`config.mk`:
```
export PLATFORM = sky130hd
export DESIGN_NAME = alu_exec_unit_flat
export DESIGN_NICKNAME = d
export VERILOG_FILES = /design/src/rtl/alu_exec_unit_if.sv /design/src/rtl/alu_exec_unit.sv /design/src/flat_wrapper.sv
export SDC_FILE = /design/constraint.sdc
export NUM_CORES = 1
export LEC_CHECK = 0
export BUFFER_PORTS_ARGS = -buffer_cell sky130_fd_sc_hd__buf_2
export CORE_UTILIZATION = 35
export CTS_BUF_LIST = sky130_fd_sc_hd__clkbuf_16
export DETAILED_ROUTE_END_ITERATION = 10
export SLEW_MARGIN = 20
export SYNTH_ARGS = -nofsm -noshare
export SYNTH_HDL_FRONTEND = slang
export SYNTH_SLANG_ARGS = --single-unit
```
`constraint.sdc`:
```
create_clock -name i_clock -period 3.7 [get_ports i_clock]
set_clock_uncertainty 0.15 [all_clocks]
set_input_delay 0.185 -clock i_clock [delete_from_list [all_inputs] [get_ports i_clock]]
set_output_delay 0.185 -clock i_clock [all_outputs]
set_load 0.02 [all_outputs]
```
`src/rtl/alu_exec_unit_if.sv`:
```
// Execute-stage ALU bus: decoded instruction fields and operands in,
// decoded operation, combinational result and registered result out.
interface alu_exec_unit_if;
  logic [6:0]  opcode;
  logic [2:0]  funct;
  logic        add_rshift_type;
  logic [31:0] A;
  logic [31:0] B;
  logic [3:0]  ALUop;
  logic [31:0] Out;
  logic [31:0] Out_q;

  // Upstream side: supplies instruction fields and operands.
  modport master (
    output opcode,
    output funct,
    output add_rshift_type,
    output A,
    output B,
    input  ALUop,
    input  Out,
    input  Out_q
  );

  // ALU side: consumes fields and operands, returns results.
  modport slave (
    input  opcode,
    input  funct,
    input  add_rshift_type,
    input  A,
    input  B,
    output ALUop,
    output Out,
    output Out_q
  );
endinterface

```
`src/rtl/alu_exec_unit.sv`:
```
// RV32I integer execute unit.
// Decodes opcode/funct3/bit30 into a 4-bit ALU operation and computes the
// 32-bit result combinationally for same-cycle consumers (branch target,
// memory address, writeback mux). A registered copy feeds the next stage.
// Operand selection happens upstream; B arrives already extended.
module alu_exec_unit (
  input  logic            i_clock,
  input  logic            i_reset,
  alu_exec_unit_if.slave  bus
);

  // Operation encodings seen by downstream logic on ALUop.
  typedef enum logic [3:0] {
    ALU_ADD    = 4'd0,
    ALU_SUB    = 4'd1,
    ALU_AND    = 4'd2,
    ALU_OR     = 4'd3,
    ALU_XOR    = 4'd4,
    ALU_SLT    = 4'd5,
    ALU_SLTU   = 4'd6,
    ALU_SLL    = 4'd7,
    ALU_SRA    = 4'd8,
    ALU_SRL    = 4'd9,
    ALU_COPY_B = 4'd10
  } alu_op_e;

  // Major opcodes that steer the decode.
  localparam logic [6:0] OPC_LUI    = 7'b0110111;
  localparam logic [6:0] OPC_AUIPC  = 7'b0010111;
  localparam logic [6:0] OPC_JAL    = 7'b1101111;
  localparam logic [6:0] OPC_JALR   = 7'b1100111;
  localparam logic [6:0] OPC_BRANCH = 7'b1100011;
  localparam logic [6:0] OPC_LOAD   = 7'b0000011;
  localparam logic [6:0] OPC_STORE  = 7'b0100011;
  localparam logic [6:0] OPC_OP     = 7'b0110011;
  localparam logic [6:0] OPC_OP_IMM = 7'b0010011;

  alu_op_e     w_alu_op;
  logic        w_is_rtype;
  logic [4:0]  w_shamt;
  logic [31:0] w_out;
  logic [31:0] r_out_q;

  // Only register-register ops honour bit 30 on funct3 000; in I-type it is immediate data.
  assign w_is_rtype = (bus.opcode == OPC_OP);

  // Shift amount is the low five bits of B; upper bits never matter for shifts.
  assign w_shamt = bus.B[4:0];

  // Decode instruction fields into an ALU operation.
  always_comb begin
    w_alu_op = ALU_ADD;
    case (bus.opcode)
      OPC_LUI: begin
        w_alu_op = ALU_COPY_B;
      end
      OPC_AUIPC, OPC_JAL, OPC_JALR, OPC_BRANCH, OPC_LOAD, OPC_STORE: begin
        w_alu_op = ALU_ADD;
      end
      OPC_OP, OPC_OP_IMM: begin
        case (bus.funct)
          3'b000: begin
            if (w_is_rtype && bus.add_rshift_type) begin
              w_alu_op = ALU_SUB;
            end else begin
              w_alu_op = ALU_ADD;
            end
          end
          3'b001: w_alu_op = ALU_SLL;
          3'b010: w_alu_op = ALU_SLT;
          3'b011: w_alu_op = ALU_SLTU;
          3'b100: w_alu_op = ALU_XOR;
          3'b101: begin
            if (bus.add_rshift_type) begin
              w_alu_op = ALU_SRA;
            end else begin
              w_alu_op = ALU_SRL;
            end
          end
          3'b110: w_alu_op = ALU_OR;
          3'b111: w_alu_op = ALU_AND;
          default: w_alu_op = ALU_ADD;
        endcase
      end
      default: begin
        w_alu_op = ALU_ADD;
      end
    endcase
  end

  // Compute the result for the decoded operation; unused encodings give zero.
  always_comb begin
    w_out = 32'h0000_0000;
    case (w_alu_op)
      ALU_ADD:    w_out = bus.A + bus.B;
      ALU_SUB:    w_out = bus.A - bus.B;
      ALU_AND:    w_out = bus.A & bus.B;
      ALU_OR:     w_out = bus.A | bus.B;
      ALU_XOR:    w_out = bus.A ^ bus.B;
      ALU_SLT:    w_out = {31'h0000_0000, ($signed(bus.A) < $signed(bus.B))};
      ALU_SLTU:   w_out = {31'h0000_0000, (bus.A < bus.B)};
      ALU_SLL:    w_out = bus.A << w_shamt;
      ALU_SRA:    w_out = $unsigned($signed(bus.A) >>> w_shamt);
      ALU_SRL:    w_out = bus.A >> w_shamt;
      ALU_COPY_B: w_out = bus.B;
      default:    w_out = 32'h0000_0000;
    endcase
  end

  // Pipeline register for the next stage; reset clears it, no stall or enable.
  always_ff @(posedge i_clock) begin
    if (i_reset) begin
      r_out_q <= 32'h0000_0000;
    end else begin
      r_out_q <= w_out;
    end
  end

  assign bus.ALUop = w_alu_op;
  assign bus.Out   = w_out;
  assign bus.Out_q = r_out_q;

endmodule

```
`src/flat_wrapper.sv`:
```
// flat-port wrapper written by rule: the top's interface ports become plain ports
module alu_exec_unit_flat 
  (i_clock, i_reset, bus_opcode, bus_funct, bus_add_rshift_type, bus_A, bus_B, bus_ALUop, bus_Out, bus_Out_q);
  alu_exec_unit_if bus_i ();
  input  logic i_clock;
  input  logic i_reset;
  input wire logic [$bits(bus_i.opcode)-1:0] bus_opcode;
  input wire logic [$bits(bus_i.funct)-1:0] bus_funct;
  input wire logic [$bits(bus_i.add_rshift_type)-1:0] bus_add_rshift_type;
  input wire logic [$bits(bus_i.A)-1:0] bus_A;
  input wire logic [$bits(bus_i.B)-1:0] bus_B;
  output wire logic [$bits(bus_i.ALUop)-1:0] bus_ALUop;
  output wire logic [$bits(bus_i.Out)-1:0] bus_Out;
  output wire logic [$bits(bus_i.Out_q)-1:0] bus_Out_q;
  assign bus_i.opcode = bus_opcode;
  assign bus_i.funct = bus_funct;
  assign bus_i.add_rshift_type = bus_add_rshift_type;
  assign bus_i.A = bus_A;
  assign bus_i.B = bus_B;
  assign bus_ALUop = bus_i.ALUop;
  assign bus_Out = bus_i.Out;
  assign bus_Out_q = bus_i.Out_q;
  alu_exec_unit u_core (.i_clock(i_clock), .i_reset(i_reset), .bus(bus_i));
endmodule
```
==> Yosys cells after proc, flatten, opt, wreduce, memory -nomap -nowiden <==
Index checks and enable logic that the tools add are counted.
{ "totals": {"reg_bits": 32, "inputBits": 77, "out_inout_bits": 68, "word_cells": 40} }
{ "classes": {"add_sub_neg": 2, "eq_ne": 20, "n_reduce_logical": 4, "bitwise": 3, "mux": 5, "magnitude_cmp": 2, "shifts": 3} }
{ "op_table": {"columns": ["operator", "n"], "rows": [
  ["$pmux 32 s11", 1],
  ["$lt 32x32->1", 2],
  ["$add 32x32->32", 1],
  ["$and 32x32->32", 1],
  ["$or 32x32->32", 1],
  ["$pmux 4 s8", 1],
  ["$shl 32x5->32", 1],
  ["$shr 32x5->32", 1],
  ["$sshr 32x5->32", 1],
  ["$sub 32x32->32", 1],
  ["$xor 32x32->32", 1],
  ["$eq 4x3->1 const B", 4],
  ["$eq 7x6->1 const B", 2],
  ["$eq 3x3->1 const B", 4],
  ["$eq 4x4->1 const B", 3],
  ["$eq 4x2->1 const B", 2],
  ["$pmux 4 s2", 1],
  ["$eq 7x5->1 const B", 1],
  ["$eq 3x2->1 const B", 2],
  ["$eq 4x1->1 const B", 1],
  ["$logic_not 4->1", 1],
  ["$eq 3x1->1 const B", 1],
  ["$logic_not 3->1", 1],
  ["$mux 1", 2],
  ["other kinds (2)", 2]
]} }

==> Longest topological paths before layout <==
Gate-level depths: netlist of the first run.
{ "depth": {"word_depth": 7, "mapped_depth": 15, "depth_no_buf": 11} }

==> Worst setup path before layout of the first run <==
No wires, ideal clock.
{ "synth_timing": {"path_type": "input port to flip-flop", "start": "input port bus_B[2]", "end": "register u_core.r_out_q[28], in the netlist u_core.bus.Out_q[28]", "cell_stages": 15, "t_required_ns": 3.489, "setup_ns": 0.061, "arrival_time_ns": 3.893, "path_slack_ns": -0.404, "n_path_buf": 5, "cell_sequence": "clkbuf_1 -> inv_1 -> clkbuf_1 -> buf_2 -> buf_2 -> ha_1 -> buf_2 -> a21oi_1 -> o211ai_1 -> a21oi_1 -> a2111oi_0 -> o31ai_1 -> mux2_2 -> o221ai_1 -> and2_1"} }
{ "synth_between": {"elab_chain_len": 2, "elab_cells_between_ends": 6, "cone_classes": "add/sub: 2; shift: 3; mux: 1"} }
{ "synth_rtl": {"columns": ["item", "line", "source"], "rows": [
  ["start: declaration", "flat_wrapper.sv:11", "input wire logic [$bits(bus_i.B)-1:0] bus_B;"],
  ["$sub 32x32->32, or another cell as far along", "alu_exec_unit.sv:96", "ALU_SUB: w_out = bus.A - bus.B;"],
  ["$pmux 32 s11 *", "alu_exec_unit.sv:94", "case (w_alu_op)"],
  ["net bus_Out[28]", "flat_wrapper.sv:13", "output wire logic [$bits(bus_i.Out)-1:0] bus_Out;"],
  ["end signal: assignment", "alu_exec_unit.sv:115", "r_out_q <= w_out;"],
  ["end: declaration", "alu_exec_unit.sv:42", "logic [31:0] r_out_q;"]
]} }
Mark *: on every way through the listed nets, which the timed path passes. The rest lies on a longest branch.
A chain may end at the register's enable or synchronous reset.

==> Worst setup path in the final report of the first run <==
{ "layout_timing": {"start": "input port bus_A[10]", "end": "output port bus_Out[31]"} }
{ "layout_between": {"elab_chain_len": 2, "elab_cells_between_ends": 6, "cone_classes": "add/sub: 2; shift: 3; mux: 1"} }
{ "layout_rtl": {"columns": ["item", "line", "source"], "rows": [
  ["start: declaration", "flat_wrapper.sv:10", "input wire logic [$bits(bus_i.A)-1:0] bus_A;"],
  ["$sub 32x32->32, or another cell as far along", "alu_exec_unit.sv:96", null],
  ["$pmux 32 s11 *", "alu_exec_unit.sv:94", null],
  ["end: declaration", "flat_wrapper.sv:13", null]
]} }
Every way passes the cells marked *; elsewhere a longest branch is shown, timed or not.

==> summary.md, run 1 <==
| Metric | Value |
|---|---|
| Uppermost layer routed | met4 |
| CP required | 3.37 ns |
| Routed Antenna Nets | 0 |
| Layout cells sized above 1 | between 20% and 30% |
| Hold path cells | 3 |
| Final instance area | 13400 um^2 |
| Final hold viol count | 0 |
| Ant diodes | 0 |
| Most frequent cells in the layout | 182 x buf_4, 142 x buf_2, 140 x nor2_1 |
| Post-Syn Instances | 1481 |
| RSZ-0062 raised after global routing | yes |
| Initial drt markers | 2024 |
| # port buffers | 144 |
| Register area | 641 um^2 |
| Vias | between 10000 and 15000 |
| Initial antenna violation count | 1 |
| Max Cap Violations | 0 |
| Final WL | 61.8 mm |
| Startpoint Class | input pin |
| Reg clk slew, reported paths | 0.06 ns |
| Rel. slew slack | 27.0% |
| Tmin final | about 3.7 ns |
| Die height | 179 um |
| HP Class | in -> reg |
| Gpl congestion | around 1.0 |
| Vias per cell | 6.68 |
| Root Buffer | clkbuf_16 |
| Cell taking the most area after synthesis | mux4_2 |
| Chip Width | 179 um |
| HPWL after DPL | a little under 50 mm |
| Die area | 32000 um^2 |
| Worst VDD drop | 0.157 mV |
| Synth Register Bits | 32 |
| Routed met2 length | 27.4 mm |
| Total CTS buffers | 5 |
| Post-cts hold buffer count | 0 |
| Cell Rows | 64 |
| Mapped cell area | 11000 um^2 |
| # setup viols final | 0 |
| Critical path class | in -> out |
| Synth warn | 0 |
| Clock power share | 14.4% |
| Vias in the first global route | 13073 |
| Max Slew Vio Count | 0 |
| Fmax | 273 MHz |
| Max FFs per register | 32 |
| Final worst-path cycle share | 99.0% |
| Crit end category | output pin |
| Internal power | 1.44 mW |
| Sw frac | between 50% and 60% |
| CTS tree | built |
| Slew @ Worst Pin | between 1 and 1.5 ns |
| Multi-input logic area | 9490 um^2 |
| Remaining Overflow, GRT | 0 |
| Hold path endpoint | u_core.bus.Out_q[24] |
| Setup repair bufs after CTS | 0 |
| Core footprint | 30700 um^2 |
| Predominant post-synthesis flop cell | dfxtp_1 |
| Ports | 145 |
| Switching power | between 1.5 and 2 mW |
| Yosys top cell area share | 16.4% |
| Number of fill cells | approximately 3200 |
| GRT Total Usage | 38.3% |
| Met3 WL | 5.85 mm |
| Starting Density | 35.7% |
| Metal1 wirelength | 24.5 mm |
| Commonest non-fill, non-tap cell in the layout | buf_4 |
| First-pass GRT wire length | around 90 mm |
| WHS | 0.249 ns |
| Crit path max fanout | 7 |
| Largest net degree at the start of global routing | 74 |
| P per Cell Area | 221 nW/um^2 |
| Initial DRT Pass Iterations | 6 |
| Clock Path Buffers | 2 |
| Status | finished, final reports clean |
| Hold_sp | i_reset |
| Final #Nets | 1866 |
| H-tree levels | 2 |
| Seq/Total Area, Yosys | about 6% |
| Area growth from synthesis to layout | 22.0% |
| # DRC | 0 |
| Placed instance area | approximately 13000 um^2 |
| Post-Syn Area per Cell | 7.40 um^2 |
| EDFF count, synth | 0 |
| Sequential power share | between 10 and 15% |
| # clock sinks | 32 |
| LEAKAGE | 5.86 nW |
| Ys async rst share | 0% |
| Combinational fraction of design power | 72.1% |
| Worst Path Arrival | ~3.3 ns |
| Leading post-synthesis cells by cell area | mux4_2 16%, ha_1 11%, dfxtp_1 5.8% |
| Mapped Nets | 1657 |
| Routed len/inst | 29.6 um |
| Post-synth cell types | 88 |
## cell type report
| class | instances | share of cell area, % |
|---|---|---|
| repair buffers | 333 | 16.8 |
| clock buffers | 5 | 0.936 |
| well taps | 396 | 3.71 |
| multi-input cells | 1221 | 71.0 |
| inverters | 97 | 2.72 |
| clock inverters | 2 | 0.0655 |
| flip-flops and latches | 32 | 4.79 |
## timing repair
action                                  in CTS  in global routing
endpoints found under the setup margin       3                 14
pin swaps                                    0                  0
gates resized for setup                      3                 22
## metrics by stage
stage	cells	setup TNS, ns	setup WS (ns)	util, %	total power, mW
6_report	2086	0	0.0373	43.6	2.95
5_1_grt	2086	-0.0243	-0.0233	43.6	3.10
4_1_cts	2086	-0.0189	-0.0189	43.3	2.90
3_5_place_dp	2079	-0.592	-0.226	42.9	2.45
3_3_place_gp	2079	-0.385	-0.196	42.9	2.46
2_1_floorplan	1481	0	0.0536	-	1.61
## metal layers
metal  global-route usage [%]  vias up
met5                        0        -
li1                         -     6039
met4                     21.5        0
met1                     49.9     6746
met3                     6.28      179
met2                     59.7      962
## logic make-up (layout without fill, tap and decap cells)
| family | Yosys count | after routing | synth area share, % |
|---|---|---|---|
| AOI/OAI and AO/OA | 487 | 487 | 30.3 |
| buffers and inverters | 228 | 437 | 8.62 |
| xor gates and xnor gates | 9 | 9 | 0.719 |
| muxes | 128 | 128 | 21.0 |
| DFF | 32 | 32 | 5.85 |
| adders and majority gates | 99 | 99 | 11.4 |
| and+or+nand+nor | 498 | 498 | 22.1 |
## synthesized netlist by cell type, drive strengths merged, types with 16 or more instances
cell	count
nand2	136
and2	26
dfxtp	32
mux2i	34
nand3	27
a22oi	16
inv	95
buf	58
nor2	140
clkbuf	73
nor3	51
or3	16
ha	97
nor2b	17
a21oi	113
a31oi	22
mux4	80
a21o	24
o31ai	16
o21ai	88
a211oi	29
o211ai	25
## how the worst max path moves through the flow
stage	start	to	slack, ns	cells after the start
after global routing	bus_A[7]	bus_Out[31]	-0.02	13
after CTS	bus_A[11]	bus_Out[26]	-0.02	14
final	bus_A[10]	bus_Out[31]	0.04	12
after global placement	bus_B[0]	bus_Out[26]	-0.20	12
after floorplan	bus_B[4]	bus_Out[21]	0.05	13
after detailed placement	bus_B[0]	bus_Out[26]	-0.23	12
## power by group through the flow
stage / sequential [mW] / combinational [mW] / clock (mW)
after floorplan: 0.462 / 1.15 / 0
after global placement: 0.403 / 2.06 / 0
after detailed placement: 0.404 / 2.05 / 0
after CTS: 0.397 / 2.06 / 0.441
after global routing: 0.402 / 2.25 / 0.450
final: 0.396 / 2.13 / 0.426
## worst max-delay path, cell delays in order
cell	delay (ns)
buf_2	0.11
inv_1	0.18
ha_1	0.36
nor2_1	0.26
nand2_1	0.14
nor3_1	0.40
a21oi_2	0.20
or4_1	0.59
a21oi_1	0.35
o311ai_0	0.24
nand3_1	0.14
buf_2	0.17
(Power assumes the default switching activity.)
==> inputs of run 2 (changes only) <==
- clock period: 3.7 -> 4.6 ns (I/O delays scaled with it)
==> summary.md, run 2 (same netlist as run 1, synthesis figures left out) <==
| Metric | Value |
|---|---|
| Max FFs per register | 32 (unchanged) |
| Vias in the first global route | 12425 (-5.0%) |
| Critical path class | in -> out |
| First-pass GRT wire length | 87.6 mm (-1.1%) |
| Slowest CP cell | nor3_1 |
| Total CTS buffers | 5 (unchanged) |
| Worst VDD drop | 0.151 mV (-4.3%) |
| Chip Width | 179 um (unchanged) |
| # port buffers | 144 (unchanged) |
| Initial drt markers | 2039 (+0.74%) |
| H-tree levels | 2 (unchanged) |
| Hold path cells | 4 (+1) |
| CP required | 4.22 ns (+0.85 ns) |
| Reg clk slew, reported paths | 0.06 ns (about the same) |
| WP buf/inv | 3 (unchanged) |
| Area growth from synthesis to layout | 12.5% |
| Fmax | 223 MHz |
| Slew @ Worst Pin | 1.05 ns (-0.0319 ns) |
| Vias per cell | 6.84 (+2.5%) |
| CTS tree | built |
| Crit-path max cell delay | 0.74 ns (+0.15 ns) |
| Root Buffer | clkbuf_16 |
| Final worst-path cycle share | 97.7% |
| # clock sinks | 32 (unchanged) |
| Routed len/inst | 31.0 um (+4.6%) |
| GRT Total Usage | 38.0% (-0.28 points) |
| Initial DRT Pass Iterations | 6 (unchanged) |
| Tmin final | 4.49 ns |
| HPWL after DPL | 46.5 mm (-5.7%) |
| Die height | 179 um (unchanged) |
| Final WL | 60.9 mm (-1.5%) |
| Final instance area | 12300 um^2 (-7.8%) |
| Cells after DPL | 1955 (-6.0%) |
| Ports | 145 (unchanged) |
| Remaining Overflow, GRT | 0 (unchanged) |
| Startpoint Class | input pin |
| Layout cells sized above 1 | 21.6% (-6.7 points) |
| Setup_tns | 0 ns (unchanged) |
| LEAKAGE | 5.25 nW (-10%) |
| Placed instance area | 12200 um^2 (-7.5%) |
| Most frequent cells in the layout | 142 x buf_2, 140 x nor2_1, 136 x nand2_1 |
| Max Cap Violations | 0 (unchanged) |
| Worst path depth | 12 (unchanged) |
| Worst Path Arrival | 4.11 ns (+0.78 ns) |
| Rel. slew slack | 29.1% (+2.1 points) |
| CP delay by family, top | compound AO/OA/AOI/OAI gates |
| Setup repair bufs after CTS | 0 (unchanged) |
| Initial antenna violation count | 5 (+4) |
| Crit end category | output pin |
| Final Util | 40.2% (-3.4 points) |
| Commonest non-fill, non-tap cell in the layout | buf_2 |
| Worst-path cell chain | buf_2 -> inv_1 -> ha_1 -> o21bai_1 -> a2111oi_1 -> nor4_1 -> nor3_1 -> o21ai_0 -> a32o_1 -> a2111oi_1 -> nand2_1 -> buf_2 |
| Largest net degree at the start of global routing | 74 (unchanged) |
| Routed Antenna Nets | 0 (unchanged) |
| Die area | 32000 um^2 (unchanged) |
| Gpl congestion | 1.06 (+1.4%) |
| Cell Rows | 64 (unchanged) |
| Status | finished, final reports clean |
| HP Class | in -> reg |
| Clock Path Buffers | 2 (unchanged) |
| Vias | 13443 (-3.5%) |
| P per Cell Area | 188 nW/um^2 (-15%) |
| Final hold viol count | 0 (unchanged) |
| Final #Nets | 1742 (-6.6%) |
| RSZ-0062 raised after global routing | yes |
| Non-Filler Instances | 1965 (-5.8%) |
| Crit path max fanout | 12 (+5) |
| Starting Density | 35.7% (unchanged) |
| Core footprint | 30700 um^2 (unchanged) |
| # setup viols final | 0 (unchanged) |
| Max Slew Vio Count | 0 (unchanged) |
| # DRC | 0 (unchanged) |
[run 2: repair_timing]
item                                    in CTS  in global routing
hold buffers                                 0                  0
resized for setup                            0                  0
endpoints found under the setup margin       0                  1
[run 2: area by class of cell]
class | instances | area (um^2)
Fill cell | 3269 | 18300
Multi-Input combinational cell | 1221 | 9400
Timing Repair Buffer | 209 | 1250
Sequential cell | 32 | 641
Tap cell | 396 | 495
Inverter | 97 | 364
Clock buffer | 5 | 125
Clock inverter | 3 | 37.5
Antenna cell | 2 | 5.00
[run 2: stage by stage]
step	hold WS, ns	setup slack (ns)	total power [mW]
finish	0.216	0.106	2.32
CTS	0.208	0.327	2.27
global route	0.268	-0.00429	2.41
global placement	0.495	0.332	1.85
floorplan	0.341	0.451	1.29
detailed placement	0.494	0.351	1.84
[run 2: power breakdown]
group	leakage [nW]	switching (mW)	internal (mW)
Combinational	4.91	1.03	0.546
Clock	0.0789	0.172	0.253
Sequential	0.266	0.00738	0.312
[run 2: worst paths after layout]
check  startpoint              endpoint
max      bus_A[2]           bus_Out[20]
min     bus_B[20]  u_core.bus.Out_q[20]
[run 2: per-layer routing]
layer  wire, um  global-route usage, %  up-vias
met5         31                      0        -
met4       3470                   19.9        6
met3       6210                   7.87      170
met2      27000                   58.6      955
met1      24200                   49.6     6525
li1           -                      -     5787
